[src/rtl/llm_rsp_packer.sv]
// llm_rsp_packer: arbitrates cache/snoop 512-bit responses and serializes them into CHI DAT flits
module llm_rsp_packer #(
    parameter int DATA_W  = 512,
    parameter int FLIT_W  = 256,
    parameter int TXNID_W = 12
) (
    input  logic               clk,
    input  logic               rst,
    input  logic [DATA_W-1:0]  cache_data,
    input  logic [TXNID_W-1:0] cache_txnid,
    input  logic               cache_valid,
    output logic               cache_ready,
    input  logic [DATA_W-1:0]  snp_data,
    input  logic [TXNID_W-1:0] snp_txnid,
    input  logic               snp_valid,
    output logic               snp_ready,
    output logic [FLIT_W-1:0]  dat_data,
    output logic [3:0]         dat_opcode,
    output logic [TXNID_W-1:0] dat_txnid,
    output logic [1:0]         dat_dataid,
    output logic               dat_last,
    output logic               dat_valid,
    input  logic               dat_ready,
    output logic               busy
);
    localparam int BEATS    = DATA_W / FLIT_W;
    localparam int BEAT_W   = (BEATS > 1) ? $clog2(BEATS) : 1;
    localparam int DID_STEP = FLIT_W / 128;

    typedef enum logic {IDLE, SEND} state_t;

    state_t               r_state;
    state_t               w_next;
    logic [BEAT_W-1:0]    r_beat;
    logic                 r_rr;
    logic [DATA_W-1:0]    r_data;
    logic [TXNID_W-1:0]   r_txnid;
    logic [3:0]           r_opcode;
    logic                 w_last;

    assign w_last     = (r_beat == BEAT_W'(BEATS - 1));
    assign dat_data   = r_data[r_beat*FLIT_W +: FLIT_W];
    assign dat_opcode = r_opcode;
    assign dat_txnid  = r_txnid;
    assign dat_dataid = 2'(int'(r_beat) * DID_STEP);
    assign dat_last   = w_last;
    assign busy       = (r_state == SEND);

    // State register; reset drops any in-flight response
    always_ff @(posedge clk or posedge rst) begin
        if (rst) r_state <= IDLE;
        else     r_state <= w_next;
    end

    // Grant one channel in IDLE (rr_ptr breaks ties: 0 favours snoop), stream flits in SEND
    always_comb begin
        w_next      = r_state;
        cache_ready = 1'b0;
        snp_ready   = 1'b0;
        dat_valid   = 1'b0;
        if (r_state == IDLE) begin
            snp_ready   = !rst && snp_valid && (!cache_valid || !r_rr);
            cache_ready = !rst && cache_valid && (!snp_valid || r_rr);
            w_next      = (snp_ready || cache_ready) ? SEND : IDLE;
        end else begin
            dat_valid = 1'b1;
            w_next    = (dat_ready && w_last) ? IDLE : SEND;
        end
    end

    // Holding register, beat counter and round-robin pointer
    always_ff @(posedge clk or posedge rst) begin
        if (rst) begin
            r_beat   <= '0;
            r_rr     <= 1'b0;
            r_data   <= '0;
            r_txnid  <= '0;
            r_opcode <= 4'h0;
        end else if (snp_ready || cache_ready) begin
            r_beat   <= '0;
            r_rr     <= ~r_rr;
            r_data   <= snp_ready ? snp_data : cache_data;
            r_txnid  <= snp_ready ? snp_txnid : cache_txnid;
            r_opcode <= snp_ready ? 4'h1 : 4'h4;
        end else if (dat_valid && dat_ready && !w_last) begin
            r_beat <= r_beat + 1'b1;
        end
    end
endmodule

[config.mk]
export PLATFORM = sky130hd
export DESIGN_NAME = llm_rsp_packer
export DESIGN_NICKNAME = d
export VERILOG_FILES = /design/src/rtl/llm_rsp_packer.sv
export SDC_FILE = /design/constraint.sdc
export NUM_CORES = 1
export LEC_CHECK = 0
export BUFFER_PORTS_ARGS = -buffer_cell sky130_fd_sc_hd__buf_2
export CAP_MARGIN = 20
export CORE_AREA = 5 5 511 513
export CTS_CLUSTER_DIAMETER = 200
export DETAILED_ROUTE_END_ITERATION = 8
export DIE_AREA = 0 0 516 518
export PLACE_DENSITY = 0.38
export SLEW_MARGIN = 20
export SYNTH_ARGS = -nofsm -noshare
export SYNTH_HDL_FRONTEND = slang
export SYNTH_SLANG_ARGS = --single-unit
[constraint.sdc]
create_clock -name clk -period 19.5 [get_ports clk]
set_clock_uncertainty 0.15 [all_clocks]
set_input_delay 4.875 -clock clk [delete_from_list [all_inputs] [get_ports clk]]
set_output_delay 4.875 -clock clk [all_outputs]
set_load 0.01 [all_outputs]
Word-level counts from Yosys, hierarchy flattened
Cells that the tools add are included.
- bits in latches: 0
- output and inout bits: 279
- input bits: 1053
- memories kept: 0
- word-level logic and storage cells: 37
- bits in writable memories: 0
- memory bits (read-only): 0
- register bits after elaboration: 531
- multipliers: 0
- $add $sub $neg: 1
- reductions and logical operators: 17
- divide/modulo/power cells: 0
- equal/unequal tests: 0
- bitwise gates (word level): 1
- shift-type cells: 1
- order comparisons: 0
- mux-type cells: 11
- operators with widths (operator ; count):
    $mux 512 ; 1
    $shiftx 512x10->256 ; 1
    $mux 12 ; 1
    $mux 1 ; 8
    $logic_and 1x1->1 ; 7
    $logic_not 1->1 ; 5
    $logic_or 1x1->1 ; 4
    $mux 3 ; 1
    $reduce_bool 2->1 ; 1
    $add 1x1->1 const B ; 1
    $not 1->1 ; 1

Logic depth before layout (Yosys ltp)
- depth in word-level cells: 6
- gate-level depth with buffers: 7
- gate-level depth less buffers: 3

Worst setup path before layout
No wires, ideal clock.
- kind: input port to output port
- start: input rst
- end: output snp_ready
- stages: 6
- path buffers: 4
- path slack: 8.706 ns
- data required time: 14.475 ns
- arrival time: 5.769 ns
- cells stage by stage: nor2_2 and3_1 clkbuf_1 buf_2 buf_6 buf_6
- cells in the longest elaborated chain, start to end: 4
- RTL lines (item ; line ; text):
    from (decl) ; 8 ; input logic rst,
    $logic_not 1->1 (no line) ; -- ;
    $logic_and 1x1->1 (2 in series) ; 62 ; snp_ready = !rst && snp_valid && (!cache_valid || !r_rr);
    $mux 1 ; 61 ; if (r_state == IDLE) begin
    to (decl) ; 16 ; output logic snp_ready,
No other way between the ends.

Worst setup path after layout
- start: input cache_valid
- end: output snp_ready
- cells in the longest elaborated chain, start to end: 4
- RTL lines (item ; line ; text):
    from (decl) ; 11 ; input logic cache_valid,
    $logic_not 1->1 ; 62 ;
    $logic_or 1x1->1 ; 62 ;
    $logic_and 1x1->1 ; 62 ;
    $mux 1 ; 61 ;
No other way between the ends.

==> out/results.tsv <==
metric	value	unit
path_class	in -> out	
post-synth-top-area-fraction	43.5	%
slew_viol_final	0	
htree_levels	3	
die_area	267000	um2
synth.avg_cell_area	9.11	um2
grt_pass1_wl	315	mm
n_fill_cell	29300	
async_flop_share	100	%
relSlewSlack	32.4	%
irDropWorstVdd	64.7	uV
max_freq	87.5	MHz
fin_crit_sh	58.6	%
synth.top_cells.by_area	dfrtp_1 (43%), nand4_1 (11%), mux2_2 (9.5%)	
drtIter0Drc	3255	
pin_count	1332	
gr-usage-all-layers	16.8	%
synthTopCellsByCount	dfrtp_1 (529), inv_1 (527), nand4_1 (524), o21ai_0 (524), clkbuf_1 (378)	
ys_seq_area_share	43.5	%
ant_nets	0	
crit_path_start_kind	input port	
cp-startpoint	cache_valid	
vias	34700	
drtPass1Iterations	6	
io_buffers	1328	
synthCells	3344	
synth-edff-count	0	
nNetsFinal	5426	
drc_errors	0	
yosysMostFrequentCell	dfrtp_1	
rsz0062_at_grt	false	
grt_max_degree	167	
cts-root-buf	clkbuf_16	
status	completed	
hpwl	185	mm
area_growth	40.6	%
cts_tree	built	
cts-resized-gates	0	
layout_min_cycle_time	11420	ps
initial_core_util	11.9	%
cp_max_fo	47	
powerDensity	148	nW/um2
post_drt_wl_per_cell	29.9	um
antenna_found_initial	243	
numClockSinks	529	
power.leakage	18.7	nW
synth_ff_type	dfrtp_1	
path_clk_slew	60	ps
synth_warnings	0	
maxCapViolations	0	
fin_setup_tns	0	ps
drt-total-wl	236	mm
holdCritPathClass	reg -> reg	
cts_setup_buffers	0	
r2r-start	busy	
coreArea	256000	um2
num_rows	186	
vias_per_cell	4.40	
fin_total_pwr	6.33	mW
cp-end-kind	output pin	
ctsLongestPathBuffers	3	
die_h	518	um
drive_above_1_share	40.0	%
synth_top_cell_by_area	dfrtp_1	
worstSkewPairLatency	680	ps
globalplace.congestion	0.913	
syn_area	30500	um2
cts_buffers	74	
ys_ff_latch	529	
tightestPinTransition	1010	ps
worstPathArrival	6400	ps
postCtsHoldBufs	0	
crit_required	14480	ps
hold_viol_final	0	
setup_violations	0	
min_from	r_data[202]	
yosysUniqueCellTypes	24	
grt_overflow_total	0	
grt_pass1_vias	34700	
die_w	516	um
## final timing paths
| check | end | slack, ps | depth (start not counted) |
|---|---|---|---|
| max in group asynchronous | r_data[219] | 11610 | 6 |
| min in group asynchronous | r_data[272] | 4250 | 2 |
| hold reg to reg | r_data[202] | 360 | 2 |
| hold / removal | r_data[202] | 360 | 2 |
| setup / recovery | snp_ready | 8080 | 4 |
| setup reg to reg | r_data[145] | 14960 | 8 |
## worst max-delay path, stage by stage
cell and delay [ps]:
buf_2 160, nand2_4 440, and3_4 660, buf_2 240
## sequential cells by signal, summed over array words and instances, names as in the netlist
| signal | cells |
|---|---|
| r_data | 512 |
| dat_last | 1 |
| r_rr | 1 |
| busy | 1 |
| dat_txnid | 12 |
| dat_opcode | 2 |
## logic make-up after synthesis
logic type	synth area share [%]
AOI/OAI and AO/OA	23.8
xor gates and xnor gates	0.0288
buffers and inverters	12.3
DFF	43.5
muxes	9.47
other	0.0123
and+or+nand+nor	10.9
## area by class of cell
type	instances	area, um2	area share (%)
Tap cell	3384	4230	9.89
Sequential cell	529	13200	30.9
Antenna cell	75	188	0.438
Timing Repair Buffer	1393	7250	16.9
Inverter	527	1980	4.63
Clock buffer	112	2180	5.10
Clock inverter	23	236	0.552
Multi-Input combinational cell	1848	13500	31.5
## cell usage in the layout (no fill, tap or decap), drive strengths merged
cell / synthesis / final
a21o: 1 / 1
a21oi: 2 / 2
and3: 1 / 1
buf: 64 / 1393
bufinv: 0 / 1
clkbuf: 378 / 112
clkinv: 0 / 19
clkinvlp: 0 / 1
conb: 1 / 3
dfrtp: 529 / 529
diode: 0 / 75
inv: 527 / 529
mux2: 256 / 256
nand2: 4 / 4
nand2b: 1 / 1
nand3: 1 / 1
nand4: 524 / 524
nor2: 4 / 4
o21ai: 525 / 525
o311ai: 524 / 524
or2: 1 / 1
xnor2: 1 / 1
## layer usage
layer	part of all wire [%]	wire length [um]	global-route usage [%]	up-vias
li1	-	-	-	14800
met5	0.43	1020	0	-
met2	45	107000	26.6	1818
met1	40	95100	20.8	17400
met4	2.9	6870	4.68	160
met3	11	26800	7.01	487
## stage by stage
stage	worst slack [ps]	instances	instance area (um2)	hold slack, ps	utilization, %
finish	8080	7891	42800	363	16.7
global route	7980	7841	42700	386	16.7
CTS	7990	7815	42600	364	16.7
detailed placement	7990	7680	40200	351	15.7
global placement	7990	7680	40200	340	15.7
floorplan	7280	3346	30500	309	-
## where the power goes
part	internal [mW]	leakage [nW]	switching, mW
clock	0.793	1.20	0.599
combinational	1.14	11.1	1.77
sequential	1.66	6.33	0.375
total	3.59	18.7	2.74
No activity file was read; power rests on OpenSTA's default activity.
